--- config.mk ---
export PLATFORM = sky130hd
export DESIGN_NAME = midi_rx_parser
export DESIGN_NICKNAME = d
export VERILOG_FILES = /design/src/rtl/midi_rx_parser.sv
export SDC_FILE = /design/constraint.sdc
export NUM_CORES = 1
export LEC_CHECK = 0
export CELL_PAD_IN_SITES_DETAIL_PLACEMENT = 1
export CELL_PAD_IN_SITES_GLOBAL_PLACEMENT = 1
export CORE_AREA = 4 4 102 123
export CTS_BUF_LIST = sky130_fd_sc_hd__clkbuf_8 sky130_fd_sc_hd__clkbuf_16
export DETAILED_ROUTE_END_ITERATION = 16
export DIE_AREA = 0 0 106 127
export HOLD_SLACK_MARGIN = 0.12
export PLACE_DENSITY_LB_ADDON = 0.08
export SLEW_MARGIN = 40
export SYNTH_ARGS = -nofsm -noshare
export SYNTH_HDL_FRONTEND = slang
export SYNTH_SLANG_ARGS = --single-unit
--- constraint.sdc ---
create_clock -name SYSCLK -period 1.75 [get_ports SYSCLK]
set_clock_uncertainty 0.05 [all_clocks]
set_input_delay 0.35 -clock SYSCLK [delete_from_list [all_inputs] [get_ports SYSCLK]]
set_output_delay 0.35 -clock SYSCLK [all_outputs]
set_load 0.02 [all_outputs]
--- src/rtl/midi_rx_parser.sv ---
// MIDI serial receiver (8N1, CLK_DIV clocks per bit) with a running-status
// channel-voice parser and a single-entry valid/ready output register.
`timescale 1ns/1ps
module midi_rx_parser #(
  parameter int CLK_DIV = 320
) (
  input  logic       SYSCLK,
  input  logic       NSYSRESET,
  input  logic       MIDI_RX,
  input  logic       msg_ready,
  output logic       msg_valid,
  output logic [7:0] msg_status,
  output logic [6:0] msg_data1,
  output logic [6:0] msg_data2,
  output logic       framing_err,
  output logic       overrun
);

  localparam int CW = $clog2(CLK_DIV);
  localparam logic [CW-1:0] HALF_M1 = CW'(CLK_DIV / 2 - 1);
  localparam logic [CW-1:0] FULL_M1 = CW'(CLK_DIV - 1);

  typedef enum logic [2:0] {S_IDLE, S_START, S_DATA, S_STOP, S_BREAK} rx_state_e;

  logic            rx_s1_q, rx_s2_q, rx_prev_q;
  logic            fall;
  rx_state_e       state_q;
  logic [CW-1:0]   cnt_q;
  logic [2:0]      bit_q;
  logic [7:0]      shift_q;
  logic            byte_vld_q;
  logic            fe_pend_q;
  logic            framing_err_q;

  logic [7:0]      rs_q;
  logic            rs_vld_q;
  logic            dcnt_q;
  logic [6:0]      d1_q;
  logic            need_one;

  logic            emit;
  logic [7:0]      e_status;
  logic [6:0]      e_d1, e_d2;

  logic            msg_valid_q;
  logic [7:0]      msg_status_q;
  logic [6:0]      msg_data1_q, msg_data2_q;
  logic            overrun_q;

  assign fall = rx_prev_q & ~rx_s2_q;

  always_ff @(posedge SYSCLK or negedge NSYSRESET) begin
    if (!NSYSRESET) begin
      rx_s1_q   <= 1'b1;
      rx_s2_q   <= 1'b1;
      rx_prev_q <= 1'b1;
    end else begin
      rx_s1_q   <= MIDI_RX;
      rx_s2_q   <= rx_s1_q;
      rx_prev_q <= rx_s2_q;
    end
  end

  // Bit-timing FSM: the counter reaches zero on each sample point.
  always_ff @(posedge SYSCLK or negedge NSYSRESET) begin
    if (!NSYSRESET) begin
      state_q       <= S_IDLE;
      cnt_q         <= '0;
      bit_q         <= '0;
      shift_q       <= '0;
      byte_vld_q    <= 1'b0;
      fe_pend_q     <= 1'b0;
      framing_err_q <= 1'b0;
    end else begin
      byte_vld_q    <= 1'b0;
      fe_pend_q     <= 1'b0;
      framing_err_q <= fe_pend_q;
      case (state_q)
        S_IDLE: begin
          if (fall) begin
            state_q <= S_START;
            cnt_q   <= HALF_M1;
          end
        end
        S_START: begin
          if (cnt_q == '0) begin
            if (rx_s2_q) begin
              state_q <= S_IDLE;
            end else begin
              state_q <= S_DATA;
              cnt_q   <= FULL_M1;
              bit_q   <= '0;
            end
          end else begin
            cnt_q <= cnt_q - 1'b1;
          end
        end
        S_DATA: begin
          if (cnt_q == '0) begin
            shift_q <= {rx_s2_q, shift_q[7:1]};
            cnt_q   <= FULL_M1;
            if (bit_q == 3'd7) state_q <= S_STOP;
            else               bit_q   <= bit_q + 1'b1;
          end else begin
            cnt_q <= cnt_q - 1'b1;
          end
        end
        S_STOP: begin
          if (cnt_q == '0) begin
            if (rx_s2_q) begin
              byte_vld_q <= 1'b1;
              state_q    <= S_IDLE;
            end else begin
              fe_pend_q  <= 1'b1;
              state_q    <= S_BREAK;
            end
          end else begin
            cnt_q <= cnt_q - 1'b1;
          end
        end
        S_BREAK: begin
          if (rx_s2_q) state_q <= S_IDLE;
        end
        default: state_q <= S_IDLE;
      endcase
    end
  end

  // Program change and channel pressure (0xC0-0xDF) carry one data byte.
  assign need_one = (rs_q[7:5] == 3'b110);

  always_comb begin
    emit     = 1'b0;
    e_status = shift_q;
    e_d1     = '0;
    e_d2     = '0;
    if (byte_vld_q) begin
      if (shift_q[7:3] == 5'b11111) begin
        emit = 1'b1;
      end else if (!shift_q[7] && rs_vld_q) begin
        if (dcnt_q) begin
          emit     = 1'b1;
          e_status = rs_q;
          e_d1     = d1_q;
          e_d2     = shift_q[6:0];
        end else if (need_one) begin
          emit     = 1'b1;
          e_status = rs_q;
          e_d1     = shift_q[6:0];
        end
      end
    end
  end

  always_ff @(posedge SYSCLK or negedge NSYSRESET) begin
    if (!NSYSRESET) begin
      rs_q     <= '0;
      rs_vld_q <= 1'b0;
      dcnt_q   <= 1'b0;
      d1_q     <= '0;
    end else if (byte_vld_q) begin
      if (shift_q[7:3] == 5'b11111) begin
        rs_vld_q <= rs_vld_q;
      end else if (shift_q[7:4] == 4'hF) begin
        rs_vld_q <= 1'b0;
      end else if (shift_q[7]) begin
        rs_q     <= shift_q;
        rs_vld_q <= 1'b1;
        dcnt_q   <= 1'b0;
      end else if (rs_vld_q) begin
        if (dcnt_q) begin
          dcnt_q <= 1'b0;
        end else if (!need_one) begin
          d1_q   <= shift_q[6:0];
          dcnt_q <= 1'b1;
        end
      end
    end
  end

  // A message arriving while the previous one is unaccepted is dropped.
  always_ff @(posedge SYSCLK or negedge NSYSRESET) begin
    if (!NSYSRESET) begin
      msg_valid_q  <= 1'b0;
      msg_status_q <= '0;
      msg_data1_q  <= '0;
      msg_data2_q  <= '0;
      overrun_q    <= 1'b0;
    end else begin
      overrun_q <= 1'b0;
      if (emit && (!msg_valid_q || msg_ready)) begin
        msg_valid_q  <= 1'b1;
        msg_status_q <= e_status;
        msg_data1_q  <= e_d1;
        msg_data2_q  <= e_d2;
      end else if (emit) begin
        overrun_q <= 1'b1;
      end else if (msg_valid_q && msg_ready) begin
        msg_valid_q <= 1'b0;
      end
    end
  end

  assign msg_valid   = msg_valid_q;
  assign msg_status  = msg_status_q;
  assign msg_data1   = msg_data1_q;
  assign msg_data2   = msg_data2_q;
  assign framing_err = framing_err_q;
  assign overrun     = overrun_q;

endmodule

==> results by group, run 1 <==
Run status
  – Status: finished with violations
  – Failing checks: setup timing

STA
  – Worst-Margin Slew: 0.409 ns
  – Shortest period the worst path allows: 1.79 ns
  – Slew Viols, Final: 0
  – Period utilization: 102%
  – Fmax achieved: 559 MHz
  – Final Hold Fails: 0
  – Setup TNS: -0.0459 ns
  – RSZ-0062 raised after global routing: yes
  – Slew margin rel.: 72.7%
  – Final setup viols: 2
  – Post-route worst setup slack: -0.0385 ns

Route
  – Via density: approximately 4.6
  – Routed Antenna Nets: 0
  – DRT Pass-1 Iters: 4
  – # DRC: 0
  – Total Routed Length: 8.20 mm
  – 1st-iter DRT viols: 24
  – Vias: 2,425
  – DR WL/cell: 15.6 µm

Logic synthesis
  – Synth cell types: 61
  – Biggest area consumer among synthesized cells: dfrtp_1
  – Cells after Synth: ~270
  – Number of synthesis warnings: 0
  – Main synth FF type: dfrtp_1
  – Top cell type's share of synthesized area: around half
  – Flops & latches, synth: 70
  – Top post-synthesis cells by area: dfrtp_1, mux2_2, mux2i_1, nor2_1, dfstp_2
  – Async set or reset register ratio after synthesis: 100%
  – Post-Syn Area per Cell: 11.8 µm²
  – Post-synth EDFFs: 0
  – Cell area after synthesis: roughly 3200 µm²
  – Post-Syn Nets: approximately 280
  – Share of the yosys chip area belonging to registers: 54.3%

Die
  – Die area: 13,500 µm²
  – Die height: between 100 and 150 µm
  – # IOs: 29
  – Die Wd: 106 µm
  – Num rows: 43
  – Area of the core: 11,400 µm²
  – Starting Density: 28.3%

Clock tree
  – CTS tree: yes
  – Worst-skew pair later-pin latency: ~0.33 ns
  – CTS max path bufs: 2
  – Inserted Clock Buffers: 9
  – Clock sink count: 70
  – Root Buffer: clkbuf_16
  – Worst-path clk slew: about 0.05 ns
  – H-tree levels: 3

Cells and area
  – Number of antenna diodes: 0
  – Most common cell after layout, fill and taps aside: dfrtp_1
  – Area grow syn2layout: 43.2%
  – Layout cell share with drive strength beyond 1: 39.6%
  – Final nets: 371
  – Final Cell Area: 4630 µm²
  – Commonest cells after routing, fill and taps aside: dfrtp_1, buf_4, mux2_2

GRT
  – Vias in the first global route: 2,581
  – Tot GR Track Use: 13.1%
  – Grt total ovfl: 0
  – First-pass GRT wire length: 13.6 mm
  – Largest net degree at the start of global routing: 28
  – Antenna violations before repair: 0

Critical path
  – Worst path cell trace: ha_2 > ha_2 > nor3b_2 > a21oi_2 > or3_4 > mux2_4
  – Top delay family on crit path: simple AND/OR/NAND/NOR gates
  – Worst path most repeated cell: ha_2
  – Slowest stage delay, CP: about 0.39 ns
  – Worst EP required: 1.91 ns
  – WP buf/inv: 0
  – Critical path endpoint category: flop
  – CP startpoint kind: flop
  – Critical Path AT: between 1.5 and 2 ns
  – Slowest cell on the critical path: or3_4
  – CP Max Fanout: 3
  – Crit path kind: flop to flop

Placement
  – Dpl cell area: 4070 µm²
  – Global placer's final weighted congestion: approximately 0.8
  – Post-Place Worst Slack: -0.189 ns
  – Port bufs: 28
  – DPL Wire Length: 5.94 mm

Flow run
  – Max Cap Violations: 0

Min path
  – Hold Crit Class: flop to flop

Pwr
  – Total power: 4.85 mW
  – Power density cells: 1050 nW/µm²
  – Leakage: about 2.2 nW
  – Peak VDD IR: 0.000614 V
-- Yosys cell counts (2+ instances only) --
cell and instances:
clkbuf_1 5, nand2b_1 3, nor2_1 22, nand4_1 2
a21oi_1 5, a211oi_1 2, nor2b_1 3, ha_1 3
o21ai_0 10, o32a_1 2, buf_4 2, or2_2 2
dfrtp_1 67, o31ai_1 2, buf_2 5, o22a_1 3
and3_1 3, mux2i_1 16, o21bai_1 2, dfstp_2 3
a22o_1 2, mux2_2 33, o211ai_1 3, o2bb2ai_1 2
inv_1 14, nand3_1 3, nand2_1 19, nor3b_1 3
-- final timing paths --
kind                       slack, ns  cells past startpoint           end       from
max in group asynchronous       0.62                      3       rx_s1_q  NSYSRESET
hold / removal                  0.30                      0       rx_s2_q    rx_s1_q
hold reg to reg                 0.30                      0       rx_s2_q    rx_s1_q
setup reg to reg               -0.04                      6      bit_q[0]   bit_q[0]
setup / recovery               -0.04                      6      bit_q[0]   bit_q[0]
min in group asynchronous       0.44                      2  msg_data2[3]  NSYSRESET
-- metrics by stage --
step	hold WS, ns	std cells	utilization (%)
floorplan	0.00441	274	-
global route	0.308	526	40.6
detailed placement	0.256	496	35.7
global placement	0.255	496	35.7
CTS	0.307	523	39.4
finish	0.305	526	40.6
-- cell families (layout without fill, tap and decap cells) --
family,after synthesis,in the layout,synth area share (%)
buffers and inverters,28,123,3.72
flip-flops,70,70,54.3
XOR/XNOR,1,1,0.271
adder cells (fa/ha/maj),3,3,1.16
AND/OR/NAND/NOR,76,76,13.3
multiplexers,50,50,16.9
AO/OA/AOI/OAI,46,46,10.3
-- repair_timing --
| item | CTS | global route |
|---|---|---|
| endpoints found under the setup margin | 26 | 47 |
| cloned | 1 | 1 |
| buffers inserted | 9 | 4 |
| hold buffers | 1 | 0 |
| pin swaps | 7 | 10 |
| hold endpoints to repair | 12 | 0 |
| gates resized for setup | 15 | 28 |
-- sequential cells by signal, summed over array words and instances, names as in the netlist --
register,flops
cnt_q,9
msg_status,8
rs_q,8
shift_q,8
d1_q,7
msg_data1,7
msg_data2,7
bit_q,3
state_q,3
byte_vld_q,1
dcnt_q,1
fe_pend_q,1
framing_err,1
msg_valid,1
overrun,1
rs_vld_q,1
rx_prev_q,1
rx_s1_q,1
rx_s2_q,1
-- power by group --
part | total [mW] | internal, mW | switching, mW
registers | 1.91 | 1.74 | 0.169
logic | 1.21 | 0.639 | 0.569
clock network | 1.73 | 1.06 | 0.661
total | 4.85 | 3.45 | 1.40
-- per-layer routing --
metal | share of wire, % | vias to the layer above | routed length (µm) | GRT usage (%)
met3 | 3.2 | 10 | 266 | 3.89
met4 | 1.7 | 0 | 140 | 4.95
li1 | - | 1154 | - | -
met1 | 41 | 1232 | 3360 | 14.7
met5 | 0 | - | 0 | 0
met2 | 54 | 29 | 4430 | 23.5
-- cell type report --
type	count	area [µm²]
tap	157	196
inverter	14	52.6
sequential	70	1760
clock inverter	4	20.0
fill	1241	6780
multi-input combinational	176	1460
clock buffer	12	267
timing repair buffer	93	875
Power figures use the tool's default switching activity.
==> run 2: changes to the inputs <==
--- a/config.mk
+++ b/config.mk
@@ -5,14 +5,16 @@
 export SDC_FILE = /design/constraint.sdc
 export NUM_CORES = 1
 export LEC_CHECK = 0
+export CAP_MARGIN = 25
 export CELL_PAD_IN_SITES_DETAIL_PLACEMENT = 1
 export CELL_PAD_IN_SITES_GLOBAL_PLACEMENT = 1
-export CORE_AREA = 4 4 102 123
+export CORE_AREA = 4 4 100 126
 export CTS_BUF_LIST = sky130_fd_sc_hd__clkbuf_8 sky130_fd_sc_hd__clkbuf_16
 export DETAILED_ROUTE_END_ITERATION = 16
-export DIE_AREA = 0 0 106 127
+export DIE_AREA = 0 0 104 130
 export HOLD_SLACK_MARGIN = 0.12
 export PLACE_DENSITY_LB_ADDON = 0.08
+export SKIP_LAST_GASP = 1
 export SLEW_MARGIN = 40
 export SYNTH_ARGS = -nofsm -noshare
 export SYNTH_HDL_FRONTEND = slang
==> run 2 against run 1 <==
Compared with the run above:
- the run still ends with setup timing left
- die area up 0.43%
- combinational power down 5%
- design area down 0.41%
- critical path depth unchanged
- fmax down 0.22%
- sequential power about the same
- wire length down 3.0%
- global-route usage down 0.73 points
- critical endpoint unchanged
- largest power group is now clock
==> results by group, run 2 (synthesized netlist as in run 1, its figures left out) <==
STA
  – RSZ-0062 raised after global routing: yes
  – Post-route worst setup slack: -0.0424 ns (-0.00393 ns)
  – Worst-Margin Slew: 0.660 ns (+0.251 ns)
  – Slew Viols, Final: 0 (unchanged)
  – Shortest period the worst path allows: 1.79 ns (+0.00393 ns)
  – Slew margin rel.: 55.6% (-17 points)
  – Fmax achieved: 558 MHz (-0.22%)
  – Final setup viols: 5 (+3)
  – Period utilization: 102% (+0.22 points)
  – Setup TNS: -0.147 ns (-0.101 ns)
  – Final Hold Fails: 0 (unchanged)

Clock tree
  – Root Buffer: clkbuf_16
  – Worst-skew pair later-pin latency: 0.33 ns (about the same)
  – CTS tree: yes
  – Worst-path clk slew: 0.06 ns (about the same)
  – H-tree levels: 3 (unchanged)
  – Inserted Clock Buffers: 9 (unchanged)
  – Clock sink count: 70 (unchanged)
  – CTS max path bufs: 2 (unchanged)

Placement
  – DPL Wire Length: 5.77 mm (-2.8%)
  – Port bufs: 28 (unchanged)
  – Global placer's final weighted congestion: 0.771 (-3.5%)

Critical path
  – R2R cell count: 6 (unchanged)
  – RR Endpoint: bit_q[0]
  – Crit path kind: flop to flop
  – Slowest stage delay, CP: 0.41 ns (+0.02 ns)
  – Setup crit start: bit_q[1]
  – Slowest cell on the critical path: dfrtp_1
  – Worst path cell trace: ha_4 > ha_4 > nor3b_2 > a21oi_2 > or3_4 > mux2_4
  – Worst path most repeated cell: ha_4
  – Critical path endpoint category: flop
  – Worst EP required: 1.92 ns (about the same)
  – CP Max Fanout: 3 (unchanged)
  – R2R Setup Slk: -0.04 ns (about the same)
  – CP startpoint kind: flop
  – Critical Path AT: 1.96 ns (about the same)
  – Origin of the critical flop-to-flop path: bit_q[1]

Route
  – DRT Pass-1 Iters: 4 (unchanged)
  – Vias: 2,389 (-1.5%)
  – Via density: 4.73 (+2.6%)
  – Routed Antenna Nets: 0 (unchanged)
  – Total Routed Length: 7.95 mm (-3.0%)
  – # DRC: 0 (unchanged)
  – 1st-iter DRT viols: 45 (+88%)
  – DR WL/cell: 15.7 µm (+1.0%)

Min path
  – Min-Delay Path Depth: 0 (unchanged)
  – HP Start: rx_s1_q
  – Worst hold path endpoint: rx_s2_q
  – Hold Crit Class: flop to flop

GRT
  – Grt total ovfl: 0 (unchanged)
  – Largest net degree at the start of global routing: 22 (-21%)
  – First-pass GRT wire length: 13.1 mm (-3.6%)
  – Tot GR Track Use: 12.4% (-0.73 points)
  – Vias in the first global route: 2,533 (-1.9%)
  – Antenna violations before repair: 0 (unchanged)

Pwr
  – Peak VDD IR: 0.000629 V (+2.4%)
  – Leakage: 2.10 nW (-3.2%)
  – Power density cells: 1100 nW/µm² (+4.8%)

Die
  – Die area: 13,500 µm² (+0.43%)
  – Die height: 130 µm (+2.4%)
  – Starting Density: 28.2% (-0.11 points)
  – Die Wd: 104 µm (-1.9%)
  – # IOs: 29 (unchanged)
  – Area of the core: 11,500 µm² (+0.40%)
  – Num rows: 44 (+2.3%)

Cells and area
  – Area grow syn2layout: 42.7%
  – Util after Layout: 40.3% (-0.32 points)
  – Layout cell share with drive strength beyond 1: 41.7% (+2.1 points)
  – Max FFs per register: 9 (unchanged)
  – Largest Register: cnt_q
  – Most common cell after layout, fill and taps aside: dfrtp_1
  – Final nets: 369 (-0.54%)
  – Number of antenna diodes: 0 (unchanged)
  – Commonest cells after routing, fill and taps aside: dfrtp_1, buf_4, mux2_2

Run status
  – Status: finished with violations
  – Failing checks: setup timing

Flow run
  – Max Cap Violations: 0 (unchanged)
[run 2: cell types whose count changed in the layout (fill, tap and decap cells not counted), sizes merged]
cell,before,now
bufinv,0,2
dlymetal6s2s,3,1
inv,14,15
clkdlybuf4s50,24,26
clkbuf,13,10
buf,64,63
clkinv,4,3
[run 2: how the worst max path moves through the flow]
stage / endpoint / slack, ns / cells after the start
floorplan: bit_q[0] / -0.1 / 6
global placement: msg_status[2] / -0.12 / 6
detailed placement: state_q[0] / -0.18 / 7
CTS: msg_status[1] / -0.07 / 5
global route: bit_q[0] / -0.10 / 6
finish: bit_q[0] / -0.04 / 6
[run 2: power by group]
group | internal, mW | switching (mW) | leakage [nW] | total [mW]
clock network | 1.28 | 0.694 | 0.164 | 1.98
logic | 0.594 | 0.556 | 1.03 | 1.15
registers | 1.75 | 0.185 | 0.904 | 1.93
total | 3.63 | 1.44 | 2.10 | 5.06
[run 2: area by class of cell]
cell class	count	area, µm²
inverters	14	52.6
well taps	138	173
clock inverters	6	86.3
repair buffers	91	802
multi-input cells	176	1500
flip-flops and latches	70	1760
clock buffers	10	239
fillers	1244	6840
[run 2: through the flow]
stage          instance area [µm²]  hold slack (ns)  cells  power (mW)  worst slack, ns
2_1_floorplan                 3230          0.00441    274        2.49          -0.0983
3_3_place_gp                  4030            0.147    476        2.91           -0.122
3_5_place_dp                  4030            0.146    476        2.93           -0.178
4_1_cts                       4460            0.305    498        5.03          -0.0739
5_1_grt                       4610            0.307    505        5.34           -0.103
6_report                      4610            0.305    505        5.06          -0.0424
[run 2: critical path: cells and delay by family (launching register included)]
kind | cells | cell delay (ns)
DFF | 1 | 0.41
and+or+nand+nor | 2 | 0.57
AOI/OAI and AO/OA | 1 | 0.05
adders and majority gates | 2 | 0.34
muxes | 1 | 0.26
[run 2: repair_timing]
action / CTS / global route
hold endpoints to repair: 67 / 0
endpoints found under the setup margin: 26 / 39
hold buffers: 1 / 0
pin swaps: 10 / 13
resized for setup: 18 / 24
buffers inserted: 5 / 7
[run 2: per-layer routing]
metal	up-vias	GRT usage, %	wire length [µm]
met5	-	0	0
li1	1143	-	-
met1	1203	14.3	3410
met2	26	22.1	4160
met3	17	2.82	221
met4	0	5.63	157
